$ cat src/rtl/lsu_pkg.sv
// ---------------------------------------------------------------------------
// lsu_pkg
// Shared types and helpers for the split-capable load/store unit.
//   lsu_state_e   : FSM state encoding used by lsu_split
//   F3_*          : RV32I load/store funct3 codes
//   SIZE_*        : access size taken from funct3[1:0]
//   be_mask       : byte-enable mask for an access size, before lane shifting
//   is_illegal    : funct3 that names no RV32I load/store
//   is_misaligned : access whose bytes cross a word boundary
// ---------------------------------------------------------------------------
package lsu_pkg;

  typedef enum logic [2:0] {
    IDLE  = 3'd0,
    REQ0  = 3'd1,
    WAIT0 = 3'd2,
    REQ1  = 3'd3,
    WAIT1 = 3'd4,
    RESP  = 3'd5
  } lsu_state_e;

  localparam logic [2:0] F3_LB  = 3'd0;
  localparam logic [2:0] F3_LH  = 3'd1;
  localparam logic [2:0] F3_LW  = 3'd2;
  localparam logic [2:0] F3_LBU = 3'd4;
  localparam logic [2:0] F3_LHU = 3'd5;

  localparam logic [2:0] F3_SB  = 3'd0;
  localparam logic [2:0] F3_SH  = 3'd1;
  localparam logic [2:0] F3_SW  = 3'd2;

  localparam logic [1:0] SIZE_BYTE = 2'd0;
  localparam logic [1:0] SIZE_HALF = 2'd1;
  localparam logic [1:0] SIZE_WORD = 2'd2;

  // Unshifted byte-enable mask; size 3 never reaches memory (it is illegal)
  function automatic logic [3:0] be_mask(input logic [1:0] size);
    case (size)
      SIZE_BYTE: return 4'b0001;
      SIZE_HALF: return 4'b0011;
      SIZE_WORD: return 4'b1111;
      default:   return 4'b0000;
    endcase
  endfunction

  function automatic logic is_illegal(input logic store, input logic [2:0] funct3);
    if (store) begin
      case (funct3)
        F3_SB, F3_SH, F3_SW: return 1'b0;
        default:             return 1'b1;
      endcase
    end else begin
      case (funct3)
        F3_LB, F3_LH, F3_LW, F3_LBU, F3_LHU: return 1'b0;
        default:                             return 1'b1;
      endcase
    end
  endfunction

  // offset + bytes > 4
  function automatic logic is_misaligned(input logic [1:0] size, input logic [1:0] offset);
    case (size)
      SIZE_HALF: return offset == 2'd3;
      SIZE_WORD: return offset != 2'd0;
      default:   return 1'b0;
    endcase
  endfunction

endpackage

$ cat src/rtl/lsu_split_if.sv
// ---------------------------------------------------------------------------
// lsu_split_if
// Bundles the execute-side request, writeback-side response and data-memory
// bus of the load/store unit.
//   slave  : the LSU's view (takes requests, drives responses and memory reqs)
//   master : the environment's view (execute, writeback and data memory)
// Parameter ADDR_W : byte-address width.
// ---------------------------------------------------------------------------
interface lsu_split_if #(
  parameter int ADDR_W = 32
);

  logic              req_valid;
  logic              req_ready;
  logic              req_store;
  logic [2:0]        req_funct3;
  logic [ADDR_W-1:0] req_addr;
  logic [31:0]       req_wdata;
  logic [4:0]        req_rd;

  logic              rsp_valid;
  logic [4:0]        rsp_rd;
  logic [31:0]       rsp_data;
  logic              rsp_fault;

  logic              mem_req_valid;
  logic              mem_req_ready;
  logic              mem_we;
  logic [ADDR_W-1:0] mem_addr;
  logic [3:0]        mem_be;
  logic [31:0]       mem_wdata;
  logic              mem_rsp_valid;
  logic [31:0]       mem_rdata;

  modport slave (
    input  req_valid, req_store, req_funct3, req_addr, req_wdata, req_rd,
    input  mem_req_ready, mem_rsp_valid, mem_rdata,
    output req_ready, rsp_valid, rsp_rd, rsp_data, rsp_fault,
    output mem_req_valid, mem_we, mem_addr, mem_be, mem_wdata
  );

  modport master (
    output req_valid, req_store, req_funct3, req_addr, req_wdata, req_rd,
    output mem_req_ready, mem_rsp_valid, mem_rdata,
    input  req_ready, rsp_valid, rsp_rd, rsp_data, rsp_fault,
    input  mem_req_valid, mem_we, mem_addr, mem_be, mem_wdata
  );

endinterface

$ cat src/rtl/lsu_align.sv
// ---------------------------------------------------------------------------
// lsu_align
// Purely combinational lane logic for the load/store unit.
//   offset_i    : byte offset addr[1:0] of the access
//   funct3_i    : RV32I funct3 (size in [1:0], zero-extend in [2])
//   wdata_i     : store data as it came from rs2
//   rdata_lo_i  : read word of the first (or only) memory access
//   rdata_hi_i  : read word of the second access (split build only)
//   be_lo_o     : byte enables of the first access
//   wdata_lo_o  : lane-shifted store data of the first access
//   be_hi_o     : spilled byte enables of the second access (split build only)
//   wdata_hi_o  : spilled store data of the second access (split build only)
//   load_data_o : right-aligned, sign/zero-extended load result
// Build option: LSU_MISALIGNED_SPLIT_EN adds the second-access lanes and the
// high-word merge.
// ---------------------------------------------------------------------------
module lsu_align
  import lsu_pkg::*;
(
  input  logic [1:0]  offset_i,
  input  logic [2:0]  funct3_i,
  input  logic [31:0] wdata_i,
  input  logic [31:0] rdata_lo_i,
`ifdef LSU_MISALIGNED_SPLIT_EN
  input  logic [31:0] rdata_hi_i,
  output logic [3:0]  be_hi_o,
  output logic [31:0] wdata_hi_o,
`endif
  output logic [3:0]  be_lo_o,
  output logic [31:0] wdata_lo_o,
  output logic [31:0] load_data_o
);

  logic [4:0]  sh_lo;
  logic [31:0] shifted;
  logic        sign_ext;

  assign sh_lo      = {offset_i, 3'b000};
  assign be_lo_o    = be_mask(funct3_i[1:0]) << offset_i;
  assign wdata_lo_o = wdata_i << sh_lo;
  assign sign_ext   = ~funct3_i[2];

`ifdef LSU_MISALIGNED_SPLIT_EN
  // The second word carries whatever fell off the top of the first; at
  // offset 0 the shift is a full 32 bits and everything spilled is zero.
  logic [5:0] sh_hi;

  assign sh_hi      = 6'd32 - {1'b0, sh_lo};
  assign be_hi_o    = be_mask(funct3_i[1:0]) >> (3'd4 - {1'b0, offset_i});
  assign wdata_hi_o = wdata_i >> sh_hi;
  assign shifted    = (rdata_lo_i >> sh_lo) | (rdata_hi_i << sh_hi);
`else
  assign shifted    = rdata_lo_i >> sh_lo;
`endif

  always_comb begin
    load_data_o = shifted;
    case (funct3_i[1:0])
      SIZE_BYTE: load_data_o = {{24{sign_ext & shifted[7]}}, shifted[7:0]};
      SIZE_HALF: load_data_o = {{16{sign_ext & shifted[15]}}, shifted[15:0]};
      default:   load_data_o = shifted;
    endcase
  end

endmodule

$ cat src/rtl/lsu_split.sv
// ---------------------------------------------------------------------------
// lsu_split
// Load/store unit for the RV32I memory stage. Accepts one load or store at a
// time from execute, issues word-aligned byte-enabled accesses to a data
// memory of any latency, and returns extended load data or a store ack.
//   clock, reset : rising-edge clock, asynchronous active-high reset
//   bus.req_*    : request from execute (valid/ready, store, funct3, addr,
//                  wdata, rd)
//   bus.rsp_*    : one-cycle response pulse to writeback (rd, data, fault)
//   bus.mem_*    : data-memory request (valid/ready, we, addr, be, wdata) and
//                  response (valid, rdata)
// Build option: LSU_MISALIGNED_SPLIT_EN splits misaligned accesses into two
// aligned ones; without it they respond with a fault and never reach memory.
// ---------------------------------------------------------------------------
module lsu_split
  import lsu_pkg::*;
#(
  parameter int ADDR_W = 32
) (
  input logic        clock,
  input logic        reset,
  lsu_split_if.slave bus
);

  lsu_state_e        state_q, state_d;
  logic              store_q;
  logic [2:0]        funct3_q;
  logic [ADDR_W-1:0] addr_q;
  logic [31:0]       wdata_q;
  logic [4:0]        rd_q;
  logic              fault_q;
  logic [31:0]       lo_q;

  logic              capture;
  logic              lo_en;
  logic              req_bad;
  logic [3:0]        be_lo;
  logic [31:0]       wdata_lo;
  logic [31:0]       load_data;
  logic [ADDR_W-1:0] word_base;

`ifdef LSU_MISALIGNED_SPLIT_EN
  logic              split_q;
  logic [31:0]       hi_q;
  logic              hi_en;
  logic [3:0]        be_hi;
  logic [31:0]       wdata_hi;
`endif

  assign word_base = {addr_q[ADDR_W-1:2], 2'b00};

  // A request that can never touch memory goes straight to RESP as a fault.
`ifdef LSU_MISALIGNED_SPLIT_EN
  assign req_bad = is_illegal(bus.req_store, bus.req_funct3);
`else
  assign req_bad = is_illegal(bus.req_store, bus.req_funct3) |
                   is_misaligned(bus.req_funct3[1:0], bus.req_addr[1:0]);
`endif

  lsu_align u_align (
    .offset_i    (addr_q[1:0]),
    .funct3_i    (funct3_q),
    .wdata_i     (wdata_q),
    .rdata_lo_i  (lo_q),
`ifdef LSU_MISALIGNED_SPLIT_EN
    .rdata_hi_i  (hi_q),
    .be_hi_o     (be_hi),
    .wdata_hi_o  (wdata_hi),
`endif
    .be_lo_o     (be_lo),
    .wdata_lo_o  (wdata_lo),
    .load_data_o (load_data)
  );

  // Next-state logic plus the load enables for the request and read-data
  // registers. Memory responses only count in the WAIT states, so a late
  // response left over from an aborted access is dropped in IDLE.
  always_comb begin
    state_d = state_q;
    capture = 1'b0;
    lo_en   = 1'b0;
`ifdef LSU_MISALIGNED_SPLIT_EN
    hi_en   = 1'b0;
`endif
    case (state_q)
      IDLE: begin
        if (bus.req_valid) begin
          capture = 1'b1;
          state_d = req_bad ? RESP : REQ0;
        end
      end
      REQ0: begin
        if (bus.mem_req_ready) state_d = WAIT0;
      end
      WAIT0: begin
        if (bus.mem_rsp_valid) begin
          lo_en = 1'b1;
`ifdef LSU_MISALIGNED_SPLIT_EN
          state_d = split_q ? REQ1 : RESP;
`else
          state_d = RESP;
`endif
        end
      end
`ifdef LSU_MISALIGNED_SPLIT_EN
      REQ1: begin
        if (bus.mem_req_ready) state_d = WAIT1;
      end
      WAIT1: begin
        if (bus.mem_rsp_valid) begin
          hi_en   = 1'b1;
          state_d = RESP;
        end
      end
`endif
      RESP:    state_d = IDLE;
      default: state_d = IDLE;
    endcase
  end

  // State register and the captured request. The request fields are held for
  // the whole transaction so the memory-side outputs stay stable under stall.
  always_ff @(posedge clock or posedge reset) begin
    if (reset) begin
      state_q  <= IDLE;
      store_q  <= 1'b0;
      funct3_q <= '0;
      addr_q   <= '0;
      wdata_q  <= '0;
      rd_q     <= '0;
      fault_q  <= 1'b0;
      lo_q     <= '0;
`ifdef LSU_MISALIGNED_SPLIT_EN
      split_q  <= 1'b0;
      hi_q     <= '0;
`endif
    end else begin
      state_q <= state_d;
      if (capture) begin
        store_q  <= bus.req_store;
        funct3_q <= bus.req_funct3;
        addr_q   <= bus.req_addr;
        wdata_q  <= bus.req_wdata;
        rd_q     <= bus.req_rd;
        fault_q  <= req_bad;
`ifdef LSU_MISALIGNED_SPLIT_EN
        split_q  <= is_misaligned(bus.req_funct3[1:0], bus.req_addr[1:0]);
`endif
      end
      if (lo_en) lo_q <= bus.mem_rdata;
`ifdef LSU_MISALIGNED_SPLIT_EN
      if (hi_en) hi_q <= bus.mem_rdata;
`endif
    end
  end

  // Memory request outputs are zero outside the REQ states; the second
  // access targets the next word and wraps at the top of the address space.
  always_comb begin
    bus.mem_req_valid = 1'b0;
    bus.mem_we        = 1'b0;
    bus.mem_addr      = '0;
    bus.mem_be        = '0;
    bus.mem_wdata     = '0;
    case (state_q)
      REQ0: begin
        bus.mem_req_valid = 1'b1;
        bus.mem_we        = store_q;
        bus.mem_addr      = word_base;
        bus.mem_be        = be_lo;
        bus.mem_wdata     = store_q ? wdata_lo : '0;
      end
`ifdef LSU_MISALIGNED_SPLIT_EN
      REQ1: begin
        bus.mem_req_valid = 1'b1;
        bus.mem_we        = store_q;
        bus.mem_addr      = word_base + ADDR_W'(4);
        bus.mem_be        = be_hi;
        bus.mem_wdata     = store_q ? wdata_hi : '0;
      end
`endif
      default: ;
    endcase
  end

  // Response is a single-cycle pulse; data is zero for stores and faults.
  assign bus.req_ready = (state_q == IDLE) & ~reset;
  assign bus.rsp_valid = (state_q == RESP);
  assign bus.rsp_rd    = (state_q == RESP) ? rd_q : '0;
  assign bus.rsp_fault = (state_q == RESP) & fault_q;
  assign bus.rsp_data  = ((state_q == RESP) && !store_q && !fault_q) ? load_data : '0;

endmodule

$ cat src/flat_wrapper.sv
// flat-port wrapper written by rule: the top's interface ports become plain ports
module lsu_split_flat import lsu_pkg::*;
#(
  parameter int ADDR_W = 32
)
  (clock, reset, bus_req_valid, bus_req_store, bus_req_funct3, bus_req_addr, bus_req_wdata, bus_req_rd, bus_mem_req_ready, bus_mem_rsp_valid, bus_mem_rdata, bus_req_ready, bus_rsp_valid, bus_rsp_rd, bus_rsp_data, bus_rsp_fault, bus_mem_req_valid, bus_mem_we, bus_mem_addr, bus_mem_be, bus_mem_wdata);
  lsu_split_if #(.ADDR_W(ADDR_W)) bus_i ();
  input logic clock;
  input logic reset;
  input wire logic [$bits(bus_i.req_valid)-1:0] bus_req_valid;
  input wire logic [$bits(bus_i.req_store)-1:0] bus_req_store;
  input wire logic [$bits(bus_i.req_funct3)-1:0] bus_req_funct3;
  input wire logic [$bits(bus_i.req_addr)-1:0] bus_req_addr;
  input wire logic [$bits(bus_i.req_wdata)-1:0] bus_req_wdata;
  input wire logic [$bits(bus_i.req_rd)-1:0] bus_req_rd;
  input wire logic [$bits(bus_i.mem_req_ready)-1:0] bus_mem_req_ready;
  input wire logic [$bits(bus_i.mem_rsp_valid)-1:0] bus_mem_rsp_valid;
  input wire logic [$bits(bus_i.mem_rdata)-1:0] bus_mem_rdata;
  output wire logic [$bits(bus_i.req_ready)-1:0] bus_req_ready;
  output wire logic [$bits(bus_i.rsp_valid)-1:0] bus_rsp_valid;
  output wire logic [$bits(bus_i.rsp_rd)-1:0] bus_rsp_rd;
  output wire logic [$bits(bus_i.rsp_data)-1:0] bus_rsp_data;
  output wire logic [$bits(bus_i.rsp_fault)-1:0] bus_rsp_fault;
  output wire logic [$bits(bus_i.mem_req_valid)-1:0] bus_mem_req_valid;
  output wire logic [$bits(bus_i.mem_we)-1:0] bus_mem_we;
  output wire logic [$bits(bus_i.mem_addr)-1:0] bus_mem_addr;
  output wire logic [$bits(bus_i.mem_be)-1:0] bus_mem_be;
  output wire logic [$bits(bus_i.mem_wdata)-1:0] bus_mem_wdata;
  assign bus_i.req_valid = bus_req_valid;
  assign bus_i.req_store = bus_req_store;
  assign bus_i.req_funct3 = bus_req_funct3;
  assign bus_i.req_addr = bus_req_addr;
  assign bus_i.req_wdata = bus_req_wdata;
  assign bus_i.req_rd = bus_req_rd;
  assign bus_i.mem_req_ready = bus_mem_req_ready;
  assign bus_i.mem_rsp_valid = bus_mem_rsp_valid;
  assign bus_i.mem_rdata = bus_mem_rdata;
  assign bus_req_ready = bus_i.req_ready;
  assign bus_rsp_valid = bus_i.rsp_valid;
  assign bus_rsp_rd = bus_i.rsp_rd;
  assign bus_rsp_data = bus_i.rsp_data;
  assign bus_rsp_fault = bus_i.rsp_fault;
  assign bus_mem_req_valid = bus_i.mem_req_valid;
  assign bus_mem_we = bus_i.mem_we;
  assign bus_mem_addr = bus_i.mem_addr;
  assign bus_mem_be = bus_i.mem_be;
  assign bus_mem_wdata = bus_i.mem_wdata;
  lsu_split #(.ADDR_W(ADDR_W)) u_core (.clock(clock), .reset(reset), .bus(bus_i));
endmodule
$ cat config.mk
export PLATFORM = sky130hd
export DESIGN_NAME = lsu_split_flat
export DESIGN_NICKNAME = d
export VERILOG_FILES = /design/src/rtl/lsu_pkg.sv /design/src/rtl/lsu_split_if.sv /design/src/rtl/lsu_align.sv /design/src/rtl/lsu_split.sv /design/src/flat_wrapper.sv
export SDC_FILE = /design/constraint.sdc
export NUM_CORES = 1
export LEC_CHECK = 0
export CAP_MARGIN = 20
export CORE_MARGIN = 2
export CORE_UTILIZATION = 37
export CTS_CLUSTER_SIZE = 28
export DETAILED_ROUTE_END_ITERATION = 6
export GPL_TIMING_DRIVEN = 0
export PLACE_DENSITY_LB_ADDON = 0.25
export SYNTH_ARGS = -nofsm -noshare
export SYNTH_HDL_FRONTEND = slang
export SYNTH_SLANG_ARGS = --single-unit
$ cat constraint.sdc
create_clock -name clock -period 5.15 [get_ports clock]
set_input_delay 1.2875 -clock clock [delete_from_list [all_inputs] [get_ports clock]]
set_output_delay 1.2875 -clock clock [all_outputs]
set_load 0.01 [all_outputs]
# [After elaboration in Yosys (flattened, before gate mapping)]
# Cells that the tools add are included.
[word_totals] mem_count=0 regBits=109 word_cells=67 latchBits=0 mem_bits_ro=0 ramBits=0
[classes] n_shift=3 n_eq_ne=15 mux=23 div_mod_pow=0 order_cmp=0 reduce_logical=11 n_mul=0 addsub=0 bitwise=7
[ops] cell="32-bit two-way mux" n=4
[ops] cell="32-bit case mux with 2 select lines" n=1
[ops] cell="32-bit by 5-bit << shifter with 32-bit output" n=1
[ops] cell="32-bit by 5-bit >> shifter with 32-bit output" n=1
[ops] cell="3-bit two-way mux" n=4
[ops] cell="4-bit case mux with 3 select lines" n=1
[ops] cell="3-bit equality test (second input constant)" n=3
[ops] cell="1-bit two-way mux" n=9
[ops] cell="3-bit case mux with 3 select lines" n=1
[ops] cell="2-bit equality test (second input constant)" n=3
[ops] cell="3-bit by 1-bit equality test with 1-bit output (second input constant)" n=2
[ops] cell="3-bit by 2-bit equality test with 1-bit output (second input constant)" n=2
[ops] cell="3-bit zero test" n=2
[ops] cell="2-bit != test (second input constant)" n=3
[ops] cell="5-bit two-way mux" n=1
[ops] cell="5-bit OR reduction" n=1
[ops] cell="1-bit AND" n=4
[ops] cell="2-bit by 1-bit equality test with 1-bit output (second input constant)" n=2
[ops] cell="4-bit two-way mux" n=1
[ops] cell="4-bit by 2-bit << shifter with 4-bit output" n=1
[ops] cell="3-bit AND reduction" n=1
[ops] cell="3-bit OR reduction" n=1
[ops] cell="1-bit logical AND" n=2
[ops] cell="1-bit zero test" n=2
[ops] cell="5 further kinds" n=6

# [Depth between registers and ports, before layout]
# Gate-level depths: netlist of run 1.
[logic_depth] depth_word=8 ltp_mapped=7

# [Hierarchy]
# Synthesis of run 1 repeated with hierarchy kept, for this count alone.
[unflattened] hier_cells=587 area_unflattened_um2=6431.2
[by_module_without_submodules] module="lsu_split" seq_area_each_um2=2727.6 cells_each=382 area_per_inst_um2=5014.8 n_inst=1
[by_module_without_submodules] module="lsu_align" seq_area_each_um2=0.0 cells_each=205 area_per_inst_um2=1416.4 n_inst=1

# [Worst setup path after synthesis of run 1]
# OpenSTA, ideal clock, no wires.
[synth_timing] path_type="in2out" start="input reset" end="output bus_req_ready" arrival_ps=1640 path_slack_ps=2222 path_buffers=0 cell_stages=1 path_cell_list="nor4_1"
[synth_via] elab_chain_cells=2
[synth_lines] element="from (decl)" line="flat_wrapper.sv:9" rtl="input logic reset;"
[synth_lines] element="1-bit NOT" line="lsu_split.sv:187" rtl="assign bus.req_ready = (state_q == IDLE) & ~reset;"
[synth_lines] element="1-bit AND" line="lsu_split.sv:187"
[synth_lines] element="to (decl)" line="flat_wrapper.sv:19" rtl="output wire logic [$bits(bus_i.req_ready)-1:0] bus_req_ready;"
# No other way between the ends.

# [Final worst setup path of run 1]
[layout_timing] start="register u_core.state_q[1]" end="output bus_rsp_data[27]"
[layout_via] elab_chain_cells=4
[layout_lines] element="from (decl)" line="lsu_split.sv:25" rtl="lsu_state_e state_q, state_d;"
[layout_lines] element="from (signal assigned)" line="lsu_split.sv:138" rtl="state_q <= state_d;"
[layout_lines] element="3-bit equality test" line="lsu_split.sv:191" rtl="assign bus.rsp_data = ((state_q == RESP) && !store_q && !fault_q) ? load_data : '0;"
[layout_lines] element="1-bit logical AND (2 in series)" line="lsu_split.sv:191"
[layout_lines] element="32-bit two-way mux" line="lsu_split.sv:191"
[layout_lines] element="to (decl)" line="flat_wrapper.sv:22" rtl="output wire logic [$bits(bus_i.rsp_data)-1:0] bus_rsp_data;"
# No other way between the ends.

==> run summary, run 1 <==
H-tree levels -> 3
Worst Path Max Fanout -> 10
# port buffers -> 217
Mapped Area -> 5890 sq um
antenna viol nets, final -> 0
LEAKAGE -> 3.61 nW
HP Class -> reg -> reg
die area -> 16,900 sq um
crit share post-route -> 0.815
critical path data arrival time -> 2910 ps
status -> finished clean
number of global-route vias before repair -> 5,068
CTS clk-pin slew, worst paths -> 70 ps
Post-synth EDFFs -> 0
total gr overflow -> 0
GRT Overall Usage -> 0.213
core area -> 15,700 sq um
Worst path max stage delay -> 830 ps
Avg Synthesized Cell Area -> 11.3 sq um
compound-gate portion of the synthesized area -> 0.0988
fmax -> 0.238 GHz
Pwr Density -> 568 nW/um^2
Chip Width -> 130 um
final hold viol count -> 0
# hold bufs at CTS -> 0
clock skew -> 6.02 ps
Least-Margin Pin Slew -> 988 ps
Seq/Total Area, Yosys -> 0.463
share of the synthesized area in the top cell type -> 0.463
Synth Area in Adders -> 0.0149
worst-path cell chain -> and3b_1 > buf_6 > nand2_4 > nor4_2 > a21o_1 > clkdlybuf4s50_1
Die H -> 130 um
CTS Buf Count -> 9
leading cell types in the layout, fill and taps excluded -> 217 x clkdlybuf4s50_1, 109 x dfrtp_1, 100 x mux2_2
most common cell after layout, fill and taps aside -> clkdlybuf4s50_1
hold_ws -> 491 ps
post-synthesis cell type count -> 46
final setup vio count -> 0
DP HPWL -> 13,400 um
initial antenna violation count -> 0
worst endpoint required time -> 3860 ps
DR iter-0 viols -> 204
largest net degree at the start of global routing -> 61
P&R area growth vs syn -> 48.1%
Gate Count Post-Synth -> 520
post-cts repair resize count -> 0
first drt pass iteration count -> 4
GP Congestion -> 0.897
final routed DRC violation total -> 0
max cap viols -> 0
final net count -> 867
XOR/XNOR Fraction of Synth Area -> 0
first-pass GRT wire length -> 27,500 um
yosys warns -> 0
most used flip-flop cell after synthesis -> dfrtp_1
drt wl/cell -> 18.3 um
Post-synth ARST share -> 1.00
TritonCTS Sinks -> 109
postcts setup bufs -> 0
pins over their slew limit -> 0
largest family of logic cells by synthesized area -> multiplexers
Synth Register Bits -> 109
CP Class -> reg -> out
Initial Util -> 0.375
Critical Path Sink Type -> output port
area share of and/or/nand/nor cells after synthesis -> 0.127
Util after Layout -> 0.555
slowest stage cell, crit path -> nor4_2
Peak VDD IR -> 0.000272 V
worst skew pair latency -> 350 ps
n_diodes -> 0
Tmin final -> 4200 ps
num ports -> 220
area leader, netlist -> dfrtp_1
CP startpoint kind -> register
via count -> 4,996
Slew headroom -> 0.336
root buffer cell -> clkbuf_16
DRT Wirelength -> 17,800 um
power consumption -> 4.95 mW
top post-synthesis cells by area -> dfrtp_1 46%, mux2_2 19%, mux2i_1 5.4%, and2_1 5.0%, a211oi_1 4.0%
RSZ-0062 raised after global routing -> false
mux cell area share after synthesis -> 0.255
layout cells sized above 1 -> 0.205
row cnt -> 46
CTS tree -> yes
clk buf depth -> 2
vias per cell -> 5.15
cell families (layout without fill, tap and decap cells):
kind of cell,after synthesis,in the layout
AND/OR/NAND/NOR,130,130
adder cells (fa/ha/maj),7,7
flip-flops,109,109
AO/OA/AOI/OAI,88,88
other,1,2
multiplexers,136,136
buffers and inverters,49,283
sequential cells by signal, summed over array words and instances (netlist names):
| register | flops |
|---|---|
| u_core.funct3_q | 3 |
| u_core.lo_q | 32 |
| u_core.state_q | 3 |
| u_core.wdata_q | 32 |
| u_core.store_q | 1 |
| u_core.rd_q | 5 |
| u_core.fault_q | 1 |
| u_core.addr_q | 32 |
layer usage:
metal | up-vias | share of wire | track usage
li1 | 2290 | - | -
met1 | 2455 | 0.42 | 0.279
met2 | 232 | 0.47 | 0.344
met3 | 19 | 0.091 | 0.0607
met4 | 0 | 0.015 | 0.0651
met5 | - | 0 | 0
cells in the mapped netlist (2+ instances only):
cell type  number
buf_2          18
nand3b_1        2
and2_1         47
a21o_1          8
ha_1            7
mux2_1          3
mux2_2        100
o21ai_1         8
nand2_1        10
nor3_2          2
buf_1           4
nor2b_1        16
a211oi_1       31
nor2_1         32
mux2i_1        32
nand2b_1        5
buf_4           6
a2bb2oi_1       2
nand2_4         2
dfrtp_1       109
o2bb2ai_1       4
or2_2           2
o21ai_0        10
inv_1           8
a21oi_1        21
clkbuf_1       11
where the power goes:
| part | switching [mW] | internal, mW |
|---|---|---|
| Combinational | 1.20 | 1.33 |
| Sequential | 0.305 | 1.30 |
| Clock | 0.327 | 0.493 |
final timing paths:
path                                                from                       endpoint  slack [ps]  cells after the start
min                          u_core.lo_q[10]$_DFFE_PP0P_    u_core.lo_q[10]$_DFFE_PP0P_         490                      1
max in group asynchronous                          reset     u_core.lo_q[5]$_DFFE_PP0P_        2960                      3
min reg2reg                  u_core.lo_q[10]$_DFFE_PP0P_    u_core.lo_q[10]$_DFFE_PP0P_         490                      1
min in group asynchronous                          reset  u_core.state_q[1]$_DFFE_PP0P_        1460                      2
max reg2reg                u_core.state_q[1]$_DFFE_PP0P_   u_core.addr_q[0]$_DFFE_PP0P_        3080                      5
max                        u_core.state_q[1]$_DFFE_PP0P_               bus_rsp_data[27]         950                      6
critical path, delay by kind of cell (launching register included):
family | cells | cell delay (ps)
flops | 1 | 450
simple gates | 3 | 1190
buf+inv | 2 | 690
compound gates | 1 | 220
cell type report:
type	instances	area, sq um
fill	1362	6990
multi-input combinational	363	2930
sequential	109	2730
timing repair buffer	218	2200
tap	216	270
clock buffer	10	239
buffer	40	203
clock inverter	6	115
inverter	9	36.3
metrics by stage:
stage          cell area (sq um)  cells  TNS, ps  worst slack [ps]
5_1_grt                     8720    971        0               778
2_1_floorplan               5890    521        0               989
3_5_place_dp                8360    955        0              1330
6_report                    8720    971        0               952
4_1_cts                     8720    971        0               945
3_3_place_gp                8330    954   -80540              -746
(Power assumes the default switching activity.)
==> run 2, diff against run 1 <==
==> constraint.sdc (replaced) <==
create_clock -name clock -period 3.7 [get_ports clock]
set_input_delay 0.925 -clock clock [delete_from_list [all_inputs] [get_ports clock]]
set_output_delay 0.925 -clock clock [all_outputs]
set_load 0.01 [all_outputs]
==> run summary, run 2 (synthesis gave the netlist of run 1 again) <==
Util after Layout -> 0.552 (-0.00311)
crit path from -> u_core.state_q[1]$_DFFE_PP0P_
root buffer cell -> clkbuf_16
postcts setup bufs -> 0 (unchanged)
Worst R2R Start -> u_core.state_q[1]$_DFFE_PP0P_
Least-Margin Pin Slew -> 798 ps (-190 ps)
final setup vio count -> 0 (unchanged)
Chip Width -> 130 um (unchanged)
most common cell after layout, fill and taps aside -> clkdlybuf4s50_1
# hold bufs at CTS -> 0 (unchanged)
die area -> 16,900 sq um (unchanged)
HP Class -> reg -> reg
setup ws final -> 112 ps (-840 ps)
fmax -> 0.279 GHz
# port buffers -> 217 (unchanged)
Area after DPL -> 8380 sq um (+0.16%)
P&R area growth vs syn -> 47.2%
TritonCTS Sinks -> 109 (unchanged)
core area -> 15,700 sq um (unchanged)
total gr overflow -> 0 (unchanged)
post-cts repair resize count -> 2 (+2)
end point of the critical path -> bus_rsp_data[31]
LEAKAGE -> 3.60 nW (-0.47%)
final net count -> 867 (unchanged)
Die H -> 130 um (unchanged)
DRT Wirelength -> 17,700 um (-0.78%)
hold_ws -> 489 ps (-1.88 ps)
Worst Path Max Fanout -> 10 (unchanged)
vias per cell -> 5.02 (-2.5%)
Post-Place Setup Slack -> 279 ps (-1050 ps)
via count -> 4,873 (-2.5%)
row cnt -> 46 (unchanged)
DR iter-0 viols -> 247 (+21%)
Buf/Inv on CP -> 2 (unchanged)
CTS Buf Count -> 9 (unchanged)
CTS clk-pin slew, worst paths -> 70 ps (about the same)
top flop regs -> u_core.addr_q x32, u_core.lo_q x32, u_core.wdata_q x32
crit share post-route -> 0.970
crit-path leading delay family -> compound AO/OA/AOI/OAI gates
first-pass GRT wire length -> 27,000 um (-1.9%)
final routed DRC violation total -> 0 (unchanged)
final instance area -> 8670 sq um (-0.56%)
CP Class -> reg -> out
worst endpoint required time -> 2770 ps (-1090 ps)
first drt pass iteration count -> 6 (+2)
status -> finished clean
GRT Overall Usage -> 0.208 (-0.00514)
final hold viol count -> 0 (unchanged)
Pwr Density -> 770 nW/um^2 (+36%)
Initial Util -> 0.375 (unchanged)
worst skew pair latency -> 350 ps (about the same)
CP startpoint kind -> register
fill count -> 1,387 (+1.8%)
H-tree levels -> 3 (unchanged)
Peak VDD IR -> 0.000387 V (+42%)
leading cell types in the layout, fill and taps excluded -> 216 x clkdlybuf4s50_1, 109 x dfrtp_1, 100 x mux2_2
pins over their slew limit -> 0 (unchanged)
worst-path cell chain -> and3b_1 > buf_6 > nand2_4 > o32ai_2 > a21o_1 > clkdlybuf4s50_1
critical path data arrival time -> 2660 ps (-250 ps)
number of global-route vias before repair -> 5,125 (+1.1%)
drt wl/cell -> 18.2 um (-0.78%)
Critical Path Sink Type -> output port
Slew headroom -> 0.467 (+0.131)
GP Congestion -> 0.865 (-3.6%)
n_diodes -> 0 (unchanged)
CTS tree -> yes
Worst path max stage delay -> 650 ps (-180 ps)
Final TNS setup -> 0 ps (unchanged)
layout cells sized above 1 -> 0.208 (+0.00265)
largest net degree at the start of global routing -> 39 (-36%)
depth of the worst register-to-register path -> 5 (unchanged)
reg2reg setup slack -> 1650 ps (-1430 ps)
Tmin final -> 3590 ps
RSZ-0062 raised after global routing -> true
DP HPWL -> 13,600 um (+1.7%)
slowest stage cell, crit path -> o32ai_2
r2r endpoint -> u_core.addr_q[2]$_DFFE_PP0P_
num ports -> 220 (unchanged)
initial antenna violation count -> 0 (unchanged)
clock skew -> 6.28 ps (+0.258 ps)
critical path depth -> 6 (unchanged)
clk buf depth -> 2 (unchanged)
max cap viols -> 0 (unchanged)
antenna viol nets, final -> 0 (unchanged)
## run 2: metrics by stage
stage	power, mW	cells
floorplan	4.36	521
global placement	5.66	954
detailed placement	5.77	956
CTS	6.72	971
global route	7.15	971
finish	6.67	971
## run 2: worst min-delay path by stage
stage,start,end,slack [ps],cells after the start
2_1_floorplan,u_core.lo_q[0]$_DFFE_PP0P_,u_core.lo_q[0]$_DFFE_PP0P_,450,1
3_3_place_gp,u_core.lo_q[0]$_DFFE_PP0P_,u_core.lo_q[0]$_DFFE_PP0P_,470,1
3_5_place_dp,u_core.lo_q[0]$_DFFE_PP0P_,u_core.lo_q[0]$_DFFE_PP0P_,470,1
4_1_cts,u_core.lo_q[0]$_DFFE_PP0P_,u_core.lo_q[0]$_DFFE_PP0P_,490,1
5_1_grt,u_core.wdata_q[30]$_DFFE_PP0P_,u_core.wdata_q[30]$_DFFE_PP0P_,510,1
6_report,u_core.lo_q[0]$_DFFE_PP0P_,u_core.lo_q[0]$_DFFE_PP0P_,490,1
## run 2: report_power, final
| part | switching (mW) | internal (mW) |
|---|---|---|
| logic | 1.67 | 1.86 |
| registers | 0.423 | 1.80 |
| clock network | 0.458 | 0.464 |
## run 2: layout make-up
type | instances | area, sq um | area share
buffer | 39 | 203 | 0.0234
multi-input combinational | 363 | 2940 | 0.339
clock inverter | 6 | 46.3 | 0.00534
timing repair buffer | 219 | 2210 | 0.255
inverter | 9 | 40.0 | 0.00462
clock buffer | 10 | 229 | 0.0264
sequential | 109 | 2730 | 0.315
tap | 216 | 270 | 0.0312
## run 2: routing by layer
metal  global-route usage  up-vias  wire (um)
met5                    0        -          0
met4               0.0677        0        260
met3               0.0681       16       1660
met2                0.346      191       8380
met1                0.255     2369       7360
li1                     -     2297          -
## run 2: worst reg2reg max path, cell delays in order (launching register included)
cell	delay [ps]
dfrtp_1	440
nand2b_1	220
nor3_2	330
buf_2	330
buf_2	270
mux2_2	350
==> run 3, diff against run 2 <==
--- a/config.mk
+++ b/config.mk
@@ -10,8 +10,9 @@
 export CORE_UTILIZATION = 37
 export CTS_CLUSTER_SIZE = 28
 export DETAILED_ROUTE_END_ITERATION = 6
+export DONT_BUFFER_PORTS = 1
 export GPL_TIMING_DRIVEN = 0
-export PLACE_DENSITY_LB_ADDON = 0.25
+export PLACE_DENSITY_LB_ADDON = 0.12
 export SYNTH_ARGS = -nofsm -noshare
 export SYNTH_HDL_FRONTEND = slang
 export SYNTH_SLANG_ARGS = --single-unit
==> run summary, run 3 (synthesis gave the netlist of run 1 again) <==
first drt pass iteration count -> 4 (-2)
CP startpoint kind -> register
HP Class -> reg -> reg
H-tree levels -> 3 (unchanged)
P&R area growth vs syn -> 11.1%
status -> finished clean
total gr overflow -> 0 (unchanged)
Chip Width -> 130 um (unchanged)
Peak VDD IR -> 0.000392 V (+1.3%)
Tmin final -> 3430 ps (-154 ps)
CTS clk-pin slew, worst paths -> 80 ps (about the same)
final net count -> 651 (-25%)
final routed DRC violation total -> 0 (unchanged)
fmax -> 0.291 GHz (+4.5%)
clock skew -> 5.02 ps (-1.26 ps)
# hold bufs at CTS -> 0 (unchanged)
via count -> 4,086 (-16%)
worst skew pair latency -> 350 ps (about the same)
critical path data arrival time -> 2510 ps (-150 ps)
Worst path max stage delay -> 630 ps (-20 ps)
worst-path cell chain -> buf_4 > or3b_4 > inv_2 > nand2_4 > nor2_1 > and2_1
root buffer cell -> clkbuf_16
Util after Layout -> 0.416 (-0.135)
Initial Util -> 0.375 (unchanged)
crit share post-route -> 0.928 (-0.0416)
Hold Startpoint -> u_core.lo_q[0]$_DFFE_PP0P_
final instance area -> 6540 sq um (-25%)
drt wl/cell -> 21.4 um (+18%)
CP Class -> reg -> out
Post-Place Setup Slack -> 649 ps (+370 ps)
worst endpoint required time -> 2770 ps (about the same)
# port buffers -> 0 (-100%)
depth of the worst register-to-register path -> 5 (unchanged)
WHS Path Cells -> 1 (unchanged)
GP Congestion -> 0.782 (-9.6%)
Die H -> 130 um (unchanged)
clk buf depth -> 2 (unchanged)
first-pass GRT wire length -> 23,900 um (-12%)
Area after DPL -> 6210 sq um (-26%)
Buf/Inv on CP -> 2 (unchanged)
reg2reg setup slack -> 1650 ps (about the same)
row cnt -> 46 (unchanged)
Switching Fraction -> 0.395 (+0.0129)
die area -> 16,900 sq um (unchanged)
num ports -> 220 (unchanged)
Final TNS setup -> 0 ps (unchanged)
pins over their slew limit -> 0 (unchanged)
slowest stage cell, crit path -> nor2_1
Worst R2R Start -> u_core.state_q[1]$_DFFE_PP0P_
TritonCTS Sinks -> 109 (unchanged)
setup ws final -> 266 ps (+154 ps)
leading cell types in the layout, fill and taps excluded -> 109 x dfrtp_1, 100 x mux2_2, 47 x and2_1
switching power -> 2.40 mW (-5.6%)
initial antenna violation count -> 1 (+1)
final setup vio count -> 0 (unchanged)
max cap viols -> 0 (unchanged)
clock power share -> 0.177 (+0.039)
final hold viol count -> 0 (unchanged)
top flop regs -> u_core.addr_q x32, u_core.lo_q x32, u_core.wdata_q x32
DP HPWL -> 12,100 um (-11%)
GRT Overall Usage -> 0.189 (-0.0191)
RSZ-0062 raised after global routing -> false
Comb power frac -> 0.457 (-0.071)
largest net degree at the start of global routing -> 40 (+2.6%)
DR iter-0 viols -> 195 (-21%)
sequential power share -> 0.366 (+0.032)
Pwr Density -> 931 nW/um^2 (+21%)
CTS tree -> yes
crit-path leading delay family -> simple AND/OR/NAND/NOR gates
r2r endpoint -> u_core.addr_q[1]$_DFFE_PP0P_
LEAKAGE -> 2.81 nW (-22%)
Worst Path Max Fanout -> 10 (unchanged)
number of global-route vias before repair -> 4,083 (-20%)
core area -> 15,700 sq um (unchanged)
Worst Hold End -> u_core.lo_q[0]$_DFFE_PP0P_
CTS Buf Count -> 9 (unchanged)
layout cells sized above 1 -> 0.289 (+0.0815)
Critical Path Sink Type -> output port
critical path depth -> 6 (unchanged)
most common cell after layout, fill and taps aside -> dfrtp_1
vias per cell -> 5.40 (+7.7%)
DRT Wirelength -> 16,200 um (-8.3%)
Slew headroom -> 0.396 (-0.0707)
post-cts repair resize count -> 0 (-2)
Least-Margin Pin Slew -> 898 ps (+100 ps)
antenna viol nets, final -> 0 (unchanged)
postcts setup bufs -> 0 (unchanged)
Internal Power -> 3.69 mW (-11%)
run 3: power groups by stage:
stage,registers (mW),clock network (mW),logic (mW)
2_1_floorplan,2.09,0,2.27
3_3_place_gp,2.22,0,2.76
3_5_place_dp,2.24,0,2.81
4_1_cts,2.23,1.11,2.82
5_1_grt,2.32,1.15,3.06
6_report,2.23,1.08,2.79
run 3: layer usage:
metal	global-route usage	vias up	wire, um
met3	0.0689	16	1470
met2	0.304	161	7750
li1	-	1862	-
met1	0.238	2047	6740
met5	0	-	0
met4	0.0557	0	232
run 3: final cells by class:
type | count | area [sq um]
Antenna cell | 1 | 2.50
Buffer | 40 | 203
Timing Repair Buffer | 2 | 40.0
Clock inverter | 6 | 93.8
Tap cell | 216 | 270
Inverter | 9 | 37.5
Sequential cell | 109 | 2730
Multi-Input combinational cell | 363 | 2930
Fill cell | 1530 | 9170
Clock buffer | 10 | 239
run 3: how the worst max path moves through the flow:
stage	startpoint	endpoint	slack, ps
5_1_grt	u_core.state_q[1]$_DFFE_PP0P_	bus_rsp_data[30]	110
6_report	u_core.state_q[2]$_DFFE_PP0P_	bus_mem_wdata[1]	270
2_1_floorplan	u_core.state_q[2]$_DFFE_PP0P_	bus_mem_wdata[10]	1150
4_1_cts	u_core.state_q[2]$_DFFE_PP0P_	bus_mem_wdata[7]	260
3_3_place_gp	u_core.state_q[2]$_DFFE_PP0P_	bus_mem_wdata[3]	660
3_5_place_dp	u_core.state_q[2]$_DFFE_PP0P_	bus_mem_wdata[7]	650
run 3: stage by stage:
| stage | total power, mW | hold slack (ps) | std cells |
|---|---|---|---|
| after floorplan | 4.36 | 450 | 521 |
| after global placement | 4.98 | 466 | 737 |
| after detailed placement | 5.05 | 473 | 739 |
| after CTS | 6.16 | 492 | 755 |
| after global routing | 6.53 | 505 | 755 |
| final | 6.09 | 490 | 756 |
